File: config.mk
export PLATFORM = sky130hd
export DESIGN_NAME = cr_clic_cpu_intc
export DESIGN_NICKNAME = d
export VERILOG_FILES = /design/src/rtl/cr_clic_cpu_intc.sv
export SDC_FILE = /design/constraint.sdc
export NUM_CORES = 1
export LEC_CHECK = 0
export CAP_MARGIN = 10
export CORE_ASPECT_RATIO = 1.5
export CORE_MARGIN = 2
export CORE_UTILIZATION = 46
export DETAILED_ROUTE_END_ITERATION = 10
export PLACE_DENSITY = 0.87
export SKIP_LAST_GASP = 1
export SYNTH_ARGS = -nofsm -noshare
export SYNTH_HDL_FRONTEND = slang
export SYNTH_SLANG_ARGS = --single-unit
export TNS_END_PERCENT = 20
File: constraint.sdc
create_clock -name forever_cpuclk -period 3.5 [get_ports forever_cpuclk]
set_input_delay 0.35 -clock forever_cpuclk [delete_from_list [all_inputs] [get_ports forever_cpuclk]]
set_output_delay 0.35 -clock forever_cpuclk [all_outputs]
set_load 0.005 [all_outputs]
File: src/rtl/cr_clic_cpu_intc.sv
// CPU-side CLIC request receiver: qualifies requests, raises a precise trap, and
// redirects the IFU, reading the vector table first for hardware-vectored interrupts.
module cr_clic_cpu_intc #(
    parameter int ID_WIDTH = 12,
    parameter int IL_WIDTH = 8
) (
    input  logic                forever_cpuclk,
    input  logic                cpurst_b,
    input  logic                clic_cpu_int_hv,
    input  logic [ID_WIDTH-1:0] clic_cpu_int_id,
    input  logic [IL_WIDTH-1:0] clic_cpu_int_il,
    input  logic [1:0]          clic_cpu_int_priv,
    input  logic [1:0]          cp0_intc_mode,
    input  logic                cp0_intc_mie,
    input  logic [IL_WIDTH-1:0] cp0_intc_mil,
    input  logic [31:0]         cp0_intc_mtvec,
    input  logic [31:0]         cp0_intc_mtvt,
    output logic                intc_rtu_int_req,
    output logic [ID_WIDTH-1:0] intc_rtu_int_id,
    output logic [IL_WIDTH-1:0] intc_rtu_int_il,
    input  logic                rtu_intc_int_ack,
    output logic                intc_biu_vec_req,
    output logic [31:0]         intc_biu_vec_addr,
    input  logic                biu_intc_vec_gnt,
    input  logic                biu_intc_vec_rvld,
    input  logic [31:0]         biu_intc_vec_rdata,
    input  logic                biu_intc_vec_err,
    output logic                intc_ifu_jump_vld,
    output logic [31:0]         intc_ifu_jump_pc,
    output logic                intc_ifu_vec_err,
    output logic [ID_WIDTH-1:0] cpu_clic_curid,
    output logic                cpu_clic_int_exit,
    output logic [1:0]          cpu_clic_mode
);

    typedef enum logic [2:0] {
        ST_IDLE  = 3'd0,
        ST_REQ   = 3'd1,
        ST_VREQ  = 3'd2,
        ST_VWAIT = 3'd3,
        ST_JUMP  = 3'd4
    } state_t;

    state_t              state_q, state_d;
    logic [ID_WIDTH-1:0] id_q;
    logic [IL_WIDTH-1:0] il_q;
    logic                hv_q;
    logic [ID_WIDTH-1:0] curid_q;
    logic                exit_q;
    logic [31:0]         vec_addr_q;
    logic [31:0]         pc_q;
    logic                vec_err_q;
    logic [1:0]          mode_q;

    logic eligible;
    logic latch_en;
    logic take;
    logic rsp_take;

    // U-mode code is always preemptible by M-mode interrupts regardless of MIE/mil
    assign eligible = (clic_cpu_int_il != '0) && (clic_cpu_int_priv == 2'b11) &&
                      ((cp0_intc_mode == 2'b00) ||
                       (cp0_intc_mie && (clic_cpu_int_il > cp0_intc_mil)));

    assign take     = (state_q == ST_REQ) && rtu_intc_int_ack;
    assign latch_en = eligible && ((state_q == ST_IDLE) || ((state_q == ST_REQ) && !rtu_intc_int_ack));
    assign rsp_take = biu_intc_vec_rvld &&
                      (((state_q == ST_VREQ) && biu_intc_vec_gnt) || (state_q == ST_VWAIT));

    always_ff @(posedge forever_cpuclk or negedge cpurst_b) begin
        if (!cpurst_b) begin
            state_q <= ST_IDLE;
        end else begin
            state_q <= state_d;
        end
    end

    always_comb begin
        state_d = state_q;
        case (state_q)
            ST_IDLE:  if (eligible) state_d = ST_REQ;
            ST_REQ: begin
                if (rtu_intc_int_ack)  state_d = hv_q ? ST_VREQ : ST_JUMP;
                else if (!eligible)    state_d = ST_IDLE;
            end
            ST_VREQ:  if (biu_intc_vec_gnt) state_d = biu_intc_vec_rvld ? ST_JUMP : ST_VWAIT;
            ST_VWAIT: if (biu_intc_vec_rvld) state_d = ST_JUMP;
            ST_JUMP:  state_d = ST_IDLE;
            default:  state_d = ST_IDLE;
        endcase
    end

    always_ff @(posedge forever_cpuclk or negedge cpurst_b) begin
        if (!cpurst_b) begin
            id_q       <= '0;
            il_q       <= '0;
            hv_q       <= 1'b0;
            curid_q    <= '0;
            exit_q     <= 1'b0;
            vec_addr_q <= '0;
            pc_q       <= '0;
            vec_err_q  <= 1'b0;
            mode_q     <= 2'b11;
        end else begin
            mode_q <= cp0_intc_mode;
            exit_q <= take;
            if (latch_en) begin
                id_q <= clic_cpu_int_id;
                il_q <= clic_cpu_int_il;
                hv_q <= clic_cpu_int_hv;
            end
            if (take) begin
                curid_q    <= id_q;
                vec_addr_q <= (cp0_intc_mtvt & 32'hFFFF_FFC0) +
                              {{(32-ID_WIDTH-2){1'b0}}, id_q, 2'b00};
                if (!hv_q) begin
                    pc_q      <= cp0_intc_mtvec;
                    vec_err_q <= 1'b0;
                end
            end
            // A faulted vector fetch falls back to the non-vectored trap base
            if (rsp_take) begin
                pc_q      <= biu_intc_vec_err ? cp0_intc_mtvec : (biu_intc_vec_rdata & 32'hFFFF_FFFE);
                vec_err_q <= biu_intc_vec_err;
            end
        end
    end

    always_comb begin
        intc_rtu_int_req  = (state_q == ST_REQ);
        intc_rtu_int_id   = (state_q == ST_REQ) ? id_q : '0;
        intc_rtu_int_il   = (state_q == ST_REQ) ? il_q : '0;
        intc_biu_vec_req  = (state_q == ST_VREQ);
        intc_biu_vec_addr = (state_q == ST_VREQ) ? vec_addr_q : 32'h0;
        intc_ifu_jump_vld = (state_q == ST_JUMP);
        intc_ifu_jump_pc  = (state_q == ST_JUMP) ? pc_q : 32'h0;
        intc_ifu_vec_err  = (state_q == ST_JUMP) && vec_err_q;
        cpu_clic_curid    = curid_q;
        cpu_clic_int_exit = exit_q;
        cpu_clic_mode     = mode_q;
    end

endmodule

# Word level (Yosys, flattened, before mapping)
# Index checks and enable logic that the tools add are counted.
[totals]
regBits = 104
inputBits = 136
elab_cells = 60
[classes]
n_addsub = 1
order_cmp = 1
n_eq_ne = 10
mux = 19
reduce_logical = 19
[op_table]
columns = ["cell", "count"]
rows = [
  ["two-way mux 32 bit", 6],
  ["adder 32 x 14 -> 32 bit", 1],
  ["two-way mux 3 bit", 7],
  ["two-way mux 12 bit", 1],
  ["case mux 3 bit (4 select lines)", 1],
  ["logical AND 1 bit", 9],
  ["greater-than comparator 8 bit", 1],
  ["two-way mux 8 bit", 1],
  ["nonzero test 8 bit", 1],
  ["== test 3 x 2 -> 1 bit, second input constant", 2],
  ["inequality test 2 x 1 -> 1 bit, second input constant", 2],
  ["inequality test 2 bit, second input constant", 2],
  ["AND reduction 4 bit", 1],
  ["== test 3 x 1 -> 1 bit, second input constant", 1],
  ["== test 3 bit, second input constant", 1],
  ["zero test 3 bit", 1],
  ["logical OR 1 bit", 3],
  ["two-way mux 1 bit", 3],
  ["inequality test 3 bit, second input constant", 1],
  ["== test 2 bit, second input constant", 1],
  ["zero test 2 bit", 1],
  ["AND reduction 2 bit", 1],
  ["nonzero test 2 bit", 1],
  ["zero test 1 bit", 1],
]

# Depth between registers and ports, before layout
[depth]
ltp_word = 7
depth_mapped = 9
ltp_nobuf = 9

# Least setup slack after synthesis
# Ideal clock, no wire load.
[synth_path]
path_kind = "in2reg"
from = "input port cp0_intc_mil[1]"
to = "register hv_q"
setup_ps = 125
arrival_time_ps = 2050
required_time_ps = 3375
slack_ps = 1326
path_stages = 8
cell_sequence = "inv_1 ha_1 nor2b_1 o211ai_1 a21oi_1 o311ai_1 buf_2 mux2_2"
[synth_between]
elab_chain_len = 5
[synth_rtl]
columns = ["element", "line", "source"]
rows = [
  ["from (decl)", "15", "input logic [IL_WIDTH-1:0] cp0_intc_mil,"],
  ["greater-than comparator 8 bit", "63", "(cp0_intc_mie && (clic_cpu_int_il > cp0_intc_mil)));"],
  ["logical AND 1 bit", "63", ""],
  ["logical OR 1 bit", "62", "((cp0_intc_mode == 2'b00) ||"],
  ["logical AND 1 bit", "61", "assign eligible = (clic_cpu_int_il != '0) && (clic_cpu_int_priv == 2'b11) &&"],
  ["logical AND 1 bit", "66", "assign latch_en = eligible && ((state_q == ST_IDLE) || ((state_q == ST_REQ) && !rtu_intc_int_ack));"],
  ["to (signal assigned)", "110", "hv_q <= clic_cpu_int_hv;"],
  ["to (decl)", "47", "logic hv_q;"],
]
# Every way passes these cells.
# A chain may end at the register's enable or synchronous reset.

# Worst setup path after layout
[layout_path]
from = "input port cp0_intc_mtvt[6]"
to = "register vec_addr_q[28]"
[layout_between]
elab_chain_len = 1
[layout_rtl]
columns = ["element", "line", "source"]
rows = [
  ["from (decl)", "17", "input logic [31:0] cp0_intc_mtvt,"],
  ["adder 32 x 14 -> 32 bit", "114", "vec_addr_q <= (cp0_intc_mtvt & 32'hFFFF_FFC0) +"],
  ["to (signal assigned)", "114", ""],
  ["to (decl)", "50", "logic [31:0] vec_addr_q;"],
]
# Every way passes these cells.

==> results.yml <==
clock_tree:
  clkTransAtPathRegs_ns: 0.06
  tritoncts: "yes"
  htree_levels: 3
  cts_hold_buf: 0
  clkLatencyLatePin_ns: 0.33
  cts_sinks: 98
  cts_resized: 0
  cts.path.max_buffers: 2
  post-cts-setup-buffer-count: 0
  cts_inserted_buffers: 9
  cts_root_buffer: "clkbuf_16"
place:
  gp_congestion: 0.841
  port_buffers: 229
  dpl.hpwl_um: 11700
die:
  ioPinCount: 239
  fp.dieW_um: 92.2
  die-height_um: 136
  start_util_pct: 46.8
  die_area_mm2: 0.0126
  rows: 48
  core_mm2: 0.0115
power:
  power.density_mw_per_mm2: 577
  power_w: 0.00467
  leakagePower_nw: 3.42
  ir_worst_vdd_mv: 0.310
logic_synthesis:
  yosys_warnings: 0
  syn_area_per_cell_um2: 9.78
  synth_cell_types: 51
  async_flop_share_pct: 100
  synth_edf_count: 0
  ys.flop_type: "dfrtp_1"
  syn_inst: 549
  seq_area_frac_synth_pct: 45.7
  synth_seq_cells: 98
  syn_area_mm2: 0.00537
sta:
  max_freq_ghz: 0.384
  hold_viol: 0
  slew_headroom_pct: 37.1
  drv_slew: 0
  setup_viol: 0
  tns_ns: 0
  post-route-min-period_ns: 2.60
  finalCritPeriodShare_pct: 74.4
  fin_worst_skew_ns: 0.00538
  hold_slack_ns: 0.162
  tightest_slew_ns: 0.943
  rsz0062_at_grt: "no"
critical_path:
  worstSetupEndpoint: "vec_addr_q[28]$_DFFE_PN0P_"
  crit_chain: "clkdlybuf4s50_1 > ha_1 > inv_1 > fa_1 > nand2b_1 > a21oi_1 > o21ai_1 > nor3_1 > xnor2_1 > o21ai_0"
  ff2ff_setup_slack_ns: 0.98
  path_max_fanout: 7
  r2r_end: "vec_addr_q[22]$_DFFE_PN0P_"
  crit_arrival_ns: 2.79
  criticalPathCategory: "in -> reg"
  r2r_start: "id_q[9]$_DFFE_PN0P_"
  r2r_cells: 7
  critPathLaunchType: "input pin"
  startpoint: "cp0_intc_mtvt[6]"
  max_stage_delay_ns: 0.46
  critPathCaptureType: "flip-flop"
  cp_data_required_time_ns: 3.68
  slowest_stage: "clkdlybuf4s50_1"
detailed_routing:
  drt-total-wl_um: 14900
  first_pass_iters: 5
  drt-wirelength-per-cell_um: 16.2
  vias_per_cell: 5.16
  remaining_drc_errors: 0
  num_vias: 4747
  detail-route-antenna-nets: 0
  drtIter0Drc: 150
global_route:
  grt_max_degree: 75
  antenna_found_initial: 0
  grt_usage_pct: 24.1
  overflow: 0
  grt_pass1_wl_um: 23800
  grt_pass1_vias: 5055
layout:
  fillers: 823
  layout_common_cells: "clkdlybuf4s50_1 (228), dfrtp_1 (96), and2_1 (83)"
  nets: 919
  diodes: 0
  layout-drive-gt1-share_pct: 9.22
  final_common_cell: "clkdlybuf4s50_1"
  syn_to_final_growth_pct: 50.7
min_path:
  min_path_type: "in -> async"
outcome:
  outcome: "finished, final reports clean"
run:
  maxCapViolations: 0
==> worst max-delay path, delay by kind of cell <==
family	cells	cell delay [ns]
AO/OA/AOI/OAI	3	0.71
XOR/XNOR	1	0.14
adder cells (fa/ha/maj)	2	0.58
buffers and inverters	2	0.51
AND/OR/NAND/NOR	2	0.49
==> registers in the layout, summed over array words and instances (netlist names) <==
name / count
pc_q: 32
vec_addr_q: 26
cpu_clic_curid: 12
id_q: 12
il_q: 8
state_q: 3
cpu_clic_mode: 2
cpu_clic_int_exit: 1
hv_q: 1
vec_err_q: 1
==> where the power goes <==
group / total (W) / switching (W) / internal [W]
Combinational: 0.00173 / 0.000760 / 0.000974
Sequential: 0.00197 / 0.000311 / 0.00165
Clock: 0.000972 / 0.000401 / 0.000571
==> layer usage <==
metal / track usage [%] / vias to the layer above / wire [um] / part of all wire (%)
li1: - / 2281 / - / -
met1: 26.0 / 2209 / 5400 / 36
met2: 44.6 / 224 / 7900 / 53
met3: 6.60 / 33 / 1200 / 8.0
met4: 9.12 / 0 / 373 / 2.5
met5: 0 / - / 0 / 0
==> per-stage QoR <==
stage | setup slack, ns | cells | area, um2 | util, %
3_3_place_gp | 0.636 | 905 | 7810 | 68.1
2_1_floorplan | 1.33 | 550 | 5380 | -
4_1_cts | 0.899 | 920 | 8100 | 70.6
6_report | 0.897 | 920 | 8100 | 70.6
5_1_grt | 0.705 | 920 | 8100 | 70.6
3_5_place_dp | 0.552 | 905 | 7810 | 68.1
==> cells in the mapped netlist (3+ instances only) <==
library cell  instances  area (um2)
nand2b_1              3        18.8
nand2_1              79         297
inv_1                18        67.6
buf_2                 3        15.0
a21o_1                3        22.5
xor2_1                7        61.3
a22oi_1              13        97.6
buf_4                 7        52.6
mux2_2               33         372
mux2i_1              18         180
a21oi_1              16        80.1
ha_1                 16         200
nor2_1               14        52.6
dfrtp_1              96        2400
o21ai_1               9        45.0
clkbuf_1             22        82.6
and2_1               83         519
nor3_1                3        15.0
nand3_1               6        30.0
xnor2_1              17         149
o21ai_0              40         200
nand4_1               5        31.3
==> worst min-delay path by stage <==
stage | cells after the start | startpoint | slack (ns) | endpoint
5_1_grt | 1 | cpurst_b | 0.25 | vec_addr_q[15]$_DFFE_PN0P_
3_3_place_gp | 2 | vec_addr_q[18]$_DFFE_PN0P_ | 0.45 | vec_addr_q[18]$_DFFE_PN0P_
3_5_place_dp | 2 | pc_q[16]$_DFFE_PN0P_ | 0.46 | pc_q[16]$_DFFE_PN0P_
2_1_floorplan | 0 | cpurst_b | 0.05 | cpu_clic_curid[0]$_DFFE_PN0P_
6_report | 1 | cpurst_b | 0.16 | vec_addr_q[15]$_DFFE_PN0P_
4_1_cts | 1 | cpurst_b | 0.20 | vec_addr_q[15]$_DFFE_PN0P_
==> area by class of cell <==
cell class	instances	area (um2)	area share, %
multi-input cells	402	2750	33.9
flip-flops and latches	98	2450	30.3
repair buffers	237	2350	29.0
clock buffers	13	250	3.09
well taps	150	188	2.32
inverters	18	67.6	0.835
clock inverters	2	37.5	0.464
==> cells by family after synthesis <==
group	synth area share [%]
flip-flops	45.7
AO/OA/AOI/OAI	11.0
multiplexers	10.3
AND/OR/NAND/NOR	20.9
other	0.0698
buffers and inverters	4.05
XOR/XNOR	3.91
adder cells (fa/ha/maj)	4.10
No activity file was read; power rests on OpenSTA's default activity.
